==> src/rtl/uart_pkg.sv <==
// Shared UART definitions used by both the transmitter and the receiver.
package uart_pkg;

    // Number of data bits in one 8N1 frame.
    localparam int UART_DATA_BITS = 8;

    // Level of the serial line when nothing is being sent.
    localparam logic UART_IDLE_LEVEL = 1'b1;

    // Receiver FSM states.
    typedef enum logic [2:0] {
        ST_IDLE  = 3'd0,
        ST_START = 3'd1,
        ST_DATA  = 3'd2,
        ST_STOP  = 3'd3,
        ST_BREAK = 3'd4
    } uart_state_e;

endpackage

==> src/rtl/sync_2ff.sv <==
// Two-flop synchronizer for a single asynchronous input bit.
// RESET_VALUE lets the caller choose the level seen while in reset, so an
// idle-high serial line does not look like a start bit coming out of reset.
module sync_2ff #(
    parameter logic RESET_VALUE = 1'b0
) (
    input  logic clk,
    input  logic reset,
    input  logic d,
    output logic q
);

    logic meta;

    // Two-stage capture of the asynchronous input.
    always_ff @(posedge clk or posedge reset) begin
        if (reset) begin
            meta <= RESET_VALUE;
            q    <= RESET_VALUE;
        end else begin
            meta <= d;
            q    <= meta;
        end
    end

endmodule

==> src/rtl/uart_receiver.sv <==
// 8N1 UART receiver with a mid-bit sampler.
//
// Valid/strobe semantics: there is no back-pressure. rx_valid is a one-cycle
// pulse that marks the cycle in which data_out first shows a newly received
// byte; frame_error is a one-cycle pulse for a frame whose stop bit sampled
// low. The two pulses never coincide and data_out only changes with rx_valid.
module uart_receiver
    import uart_pkg::*;
#(
    parameter int CLKS_PER_BIT = 16
) (
    input  logic                      clk,
    input  logic                      reset,
    input  logic                      rx_line,
    output logic [UART_DATA_BITS-1:0] data_out,
    output logic                      rx_valid,
    output logic                      frame_error,
    output logic                      rx_busy
);

    // Offset from the start-bit edge to its middle; fixed by CLKS_PER_BIT.
    localparam int HALF_BIT = CLKS_PER_BIT / 2;
    localparam int CNT_W    = $clog2(CLKS_PER_BIT);

    // Terminal counts: the sample happens on the edge where the counter
    // holds these values, so a wait of N cycles ends at N-1.
    localparam logic [CNT_W-1:0] HALF_LAST = CNT_W'(HALF_BIT - 1);
    localparam logic [CNT_W-1:0] BIT_LAST  = CNT_W'(CLKS_PER_BIT - 1);
    localparam logic [2:0]       LAST_BIT  = 3'(UART_DATA_BITS - 1);

    logic                      rx_sync;
    uart_state_e               state;
    logic [CNT_W-1:0]          cycle_cnt;
    logic [2:0]                bit_cnt;
    logic [UART_DATA_BITS-1:0] shift_reg;

    // The line idles high, so the synchronizer resets to the idle level.
    sync_2ff #(
        .RESET_VALUE (UART_IDLE_LEVEL)
    ) u_sync (
        .clk   (clk),
        .reset (reset),
        .d     (rx_line),
        .q     (rx_sync)
    );

    // Frame FSM, cycle/bit counters, shift register and output strobes.
    always_ff @(posedge clk or posedge reset) begin
        if (reset) begin
            state       <= ST_IDLE;
            cycle_cnt   <= '0;
            bit_cnt     <= '0;
            shift_reg   <= '0;
            data_out    <= '0;
            rx_valid    <= 1'b0;
            frame_error <= 1'b0;
        end else begin
            rx_valid    <= 1'b0;
            frame_error <= 1'b0;
            case (state)
                ST_IDLE: begin
                    cycle_cnt <= '0;
                    bit_cnt   <= '0;
                    if (rx_sync != UART_IDLE_LEVEL) begin
                        state <= ST_START;
                    end
                end

                ST_START: begin
                    if (cycle_cnt == HALF_LAST) begin
                        cycle_cnt <= '0;
                        if (rx_sync == UART_IDLE_LEVEL) begin
                            // Line went back high before mid-bit: a glitch.
                            state <= ST_IDLE;
                        end else begin
                            bit_cnt <= '0;
                            state   <= ST_DATA;
                        end
                    end else begin
                        cycle_cnt <= cycle_cnt + 1'b1;
                    end
                end

                ST_DATA: begin
                    if (cycle_cnt == BIT_LAST) begin
                        cycle_cnt <= '0;
                        shift_reg <= {rx_sync, shift_reg[UART_DATA_BITS-1:1]};
                        bit_cnt   <= bit_cnt + 3'd1;
                        if (bit_cnt == LAST_BIT) begin
                            state <= ST_STOP;
                        end
                    end else begin
                        cycle_cnt <= cycle_cnt + 1'b1;
                    end
                end

                ST_STOP: begin
                    if (cycle_cnt == BIT_LAST) begin
                        cycle_cnt <= '0;
                        if (rx_sync == UART_IDLE_LEVEL) begin
                            data_out <= shift_reg;
                            rx_valid <= 1'b1;
                            state    <= ST_IDLE;
                        end else begin
                            // Bad stop bit: keep the previous byte and wait
                            // for the line to recover before re-arming.
                            frame_error <= 1'b1;
                            state       <= ST_BREAK;
                        end
                    end else begin
                        cycle_cnt <= cycle_cnt + 1'b1;
                    end
                end

                ST_BREAK: begin
                    cycle_cnt <= '0;
                    if (rx_sync == UART_IDLE_LEVEL) begin
                        state <= ST_IDLE;
                    end
                end

                default: begin
                    state     <= ST_IDLE;
                    cycle_cnt <= '0;
                    bit_cnt   <= '0;
                end
            endcase
        end
    end

    assign rx_busy = (state != ST_IDLE);

endmodule
==> config.mk <==
export PLATFORM = sky130hd
export DESIGN_NAME = uart_receiver
export DESIGN_NICKNAME = d
export VERILOG_FILES = /design/src/rtl/uart_pkg.sv /design/src/rtl/sync_2ff.sv /design/src/rtl/uart_receiver.sv
export SDC_FILE = /design/constraint.sdc
export NUM_CORES = 1
export LEC_CHECK = 0
export BUFFER_PORTS_ARGS = -buffer_cell sky130_fd_sc_hd__buf_2
export CAP_MARGIN = 20
export CORE_ASPECT_RATIO = 0.6
export CORE_UTILIZATION = 40
export CTS_CLUSTER_SIZE = 25
export DETAILED_ROUTE_END_ITERATION = 6
export GPL_TIMING_DRIVEN = 0
export PLACE_DENSITY_LB_ADDON = 0.15
export SYNTH_ARGS = -nofsm -noshare
export SYNTH_HDL_FRONTEND = slang
export SYNTH_SLANG_ARGS = --single-unit
==> constraint.sdc <==
create_clock -name clk -period 2 [get_ports clk]
set_clock_uncertainty 0.2 [all_clocks]
set_input_delay 0.2 -clock clk [delete_from_list [all_inputs] [get_ports clk]]
set_output_delay 0.2 -clock clk [all_outputs]
set_load 0.02 [all_outputs]
==> run metrics <==
fin util 53.6%; Worst-Skew Late Latency 0.28 ns; full die area 3500 um^2; ANT cells 0; post-synthesis simple-gate area fraction 13.0%; Num CTS Buffers 5; worst min path class reg -> reg; Remaining DRCs 0; Synth top area share 53.7%; hold slack final 0.155 ns; WP data required 1.95 ns; Slew headroom 58.6%; 1st-iter DRT viols 40; largest net degree at the start of global routing 19; Area Overhead vs Synth 22.5%; CTS Buffer Depth 2; Final GP Congestion 0.859; Pwr Density 1050 nW/um^2; Yosys reg bits 30; Synthesis Warnings 0; critical path class reg -> reg; combinational family with the most area after synthesis multiplexers; CTS tree built; drt total wl 2120 um; Adder-Cell Fraction of Synth Area 2.88%; commonest non-fill, non-tap cell in the layout dfrtp_1; GRT Util Overall 14.8%; Avg WL per Cell 12.8 um; synthesized cell area 1310 um^2; H-tree depth reported by CTS 2; Die Span Y 46.2 um; drt pass-1 iters 4; # nets final 129; Synth Instances 100; Compound-Gate Fraction of Synth Area 3.84%; antenna-violating nets left 0; Fill cells 267; Critical Path End Type flop; I/O pin cnt 14; RSZ-0062 raised after global routing false; Initial Util 43.7%; Port Buf Inserts 13; synthesized area per cell 13.1 um^2; vias after detailed routing 815; final setup violation count 0; Slew @ Worst Pin 0.612 ns; Reg area 753 um^2; vias in the first global route 742; top cells by area, synth dfrtp_1 54%, mux2_1 8.6%, mux2_2 6.9%; fin. max-slew vios 0; Synth area leader dfrtp_1; startpoint types flop; Core Area 2980 um^2; Tcrit/Tclk final 95.8%; gr ovfl total 0; Yosys cell types 30; clock transition at the registers of the reported paths 0.05 ns; Fmax achieved 522 MHz; status finished, final reports clean; via density per instance 4.91; multi-input logic area 542 um^2; Tmin final 1.92 ns; clk sinks 30; most frequent cells in the layout 28 x dfrtp_1, 15 x buf_2, 10 x mux2_1, 9 x nor2_1, 8 x mux2_2; post-synthesis mux area share 17.8%; Syn Nets 106; worst vdd ir 0.587 mV; layout cells sized above 1 36.3%; Die W 75.7 um; Critical Path AT 1.87 ns; initial antenna violation count 0; Max Fanout on Critical Path 10; leak pwr 0.809 nW; row count 15; xor/xnor share of the synthesized area 1.34%; Final Hold Viols 0; Root Buffer clkbuf_8; Seq/Total Area, Yosys 57.7%; total of max-cap violations 0; post-detail-place hpwl 1470 um; first-pass GRT wire length 3570 um
[routing by layer]
metal	GRT usage [%]	vias up	wire, um
met5	0	-	0
met4	6.67	0	34
met3	5.91	6	84
met1	21.8	400	1140
met2	18.6	17	863
li1	-	392	-
[where the power goes]
group	switching [mW]	internal, mW
Clock	0.209	0.277
Combinational	0.263	0.223
Sequential	0.0466	0.663
Total	0.519	1.16
[critical path, cell delays in order (launching register included)]
cell and delay [ns]:
dfrtp_1 0.40, buf_4 0.18, nor4b_1 0.57, nor4_4 0.11, mux2_1 0.33
[timing repair]
| action | 4_1_cts | 5_1_grt |
|---|---|---|
| setup buffers | 0 | 0 |
| hold buffers | 2 | 0 |
| pin swaps | 1 | 1 |
| cloned | 0 | 0 |
| endpoints found under the setup margin | 2 | 18 |
| resized for setup | 3 | 5 |
| endpoints found under the hold margin | 11 | 0 |
[worst paths after layout]
kind	start	to	slack, ns	cells past startpoint
worst max-delay path	state[1]	state[1]	0.08	4
worst min-delay path	u_sync.meta	u_sync.q	0.15	0
worst max register to register	state[1]	state[1]	0.08	4
worst min register to register	u_sync.meta	u_sync.q	0.15	0
max in group asynchronous	reset	cycle_cnt[0]	0.78	4
min in group asynchronous	reset	shift_reg[4]	0.33	3
[per-stage QoR]
stage | power, mW | setup WS (ns) | cell area [um^2] | instances | TNS [ns]
after floorplan | 1.07 | 0.0627 | 1310 | 100 | 0
after global placement | 1.15 | -0.0748 | 1420 | 155 | -0.149
after detailed placement | 1.16 | -0.0701 | 1450 | 156 | -0.128
after CTS | 1.70 | 0.0128 | 1590 | 166 | 0
after global routing | 1.80 | 0.00282 | 1600 | 166 | 0
final | 1.68 | 0.0847 | 1600 | 166 | 0
[cell type report]
class | count | area share [%]
buffer | 4 | 1.80
timing repair buffer | 16 | 7.04
sequential | 30 | 47.1
clock buffer | 7 | 5.40
tap | 42 | 3.29
clock inverter | 1 | 0.313
inverter | 5 | 1.17
multi-input combinational | 61 | 33.9
[logic make-up (layout without fill, tap and decap cells)]
logic type / Yosys count / count (layout)
AO/OA/AOI/OAI: 5 / 5
XOR/XNOR: 2 / 2
flip-flops: 30 / 30
buffers and inverters: 9 / 33
multiplexers: 21 / 21
adder cells (fa/ha/maj): 3 / 3
AND/OR/NAND/NOR: 30 / 30
[cells in the mapped netlist]
library cell / number
dfrtp_1: 28
mux2_1: 10
nor2_1: 9
mux2_2: 8
inv_1: 5
nand2_1: 5
ha_1: 3
mux2i_1: 3
nand3b_1: 3
nor3b_1: 3
buf_2: 2
dfstp_2: 2
nor3_1: 2
a2111oi_2: 1
a211oi_2: 1
a21o_1: 1
a32o_1: 1
and2_1: 1
and3_2: 1
buf_4: 1
clkbuf_4: 1
nand3_1: 1
nand3_2: 1
nor4_2: 1
nor4b_1: 1
o21ai_0: 1
or2_2: 1
or3_1: 1
xnor2_1: 1
xor2_1: 1
Power figures use the tool's default switching activity.
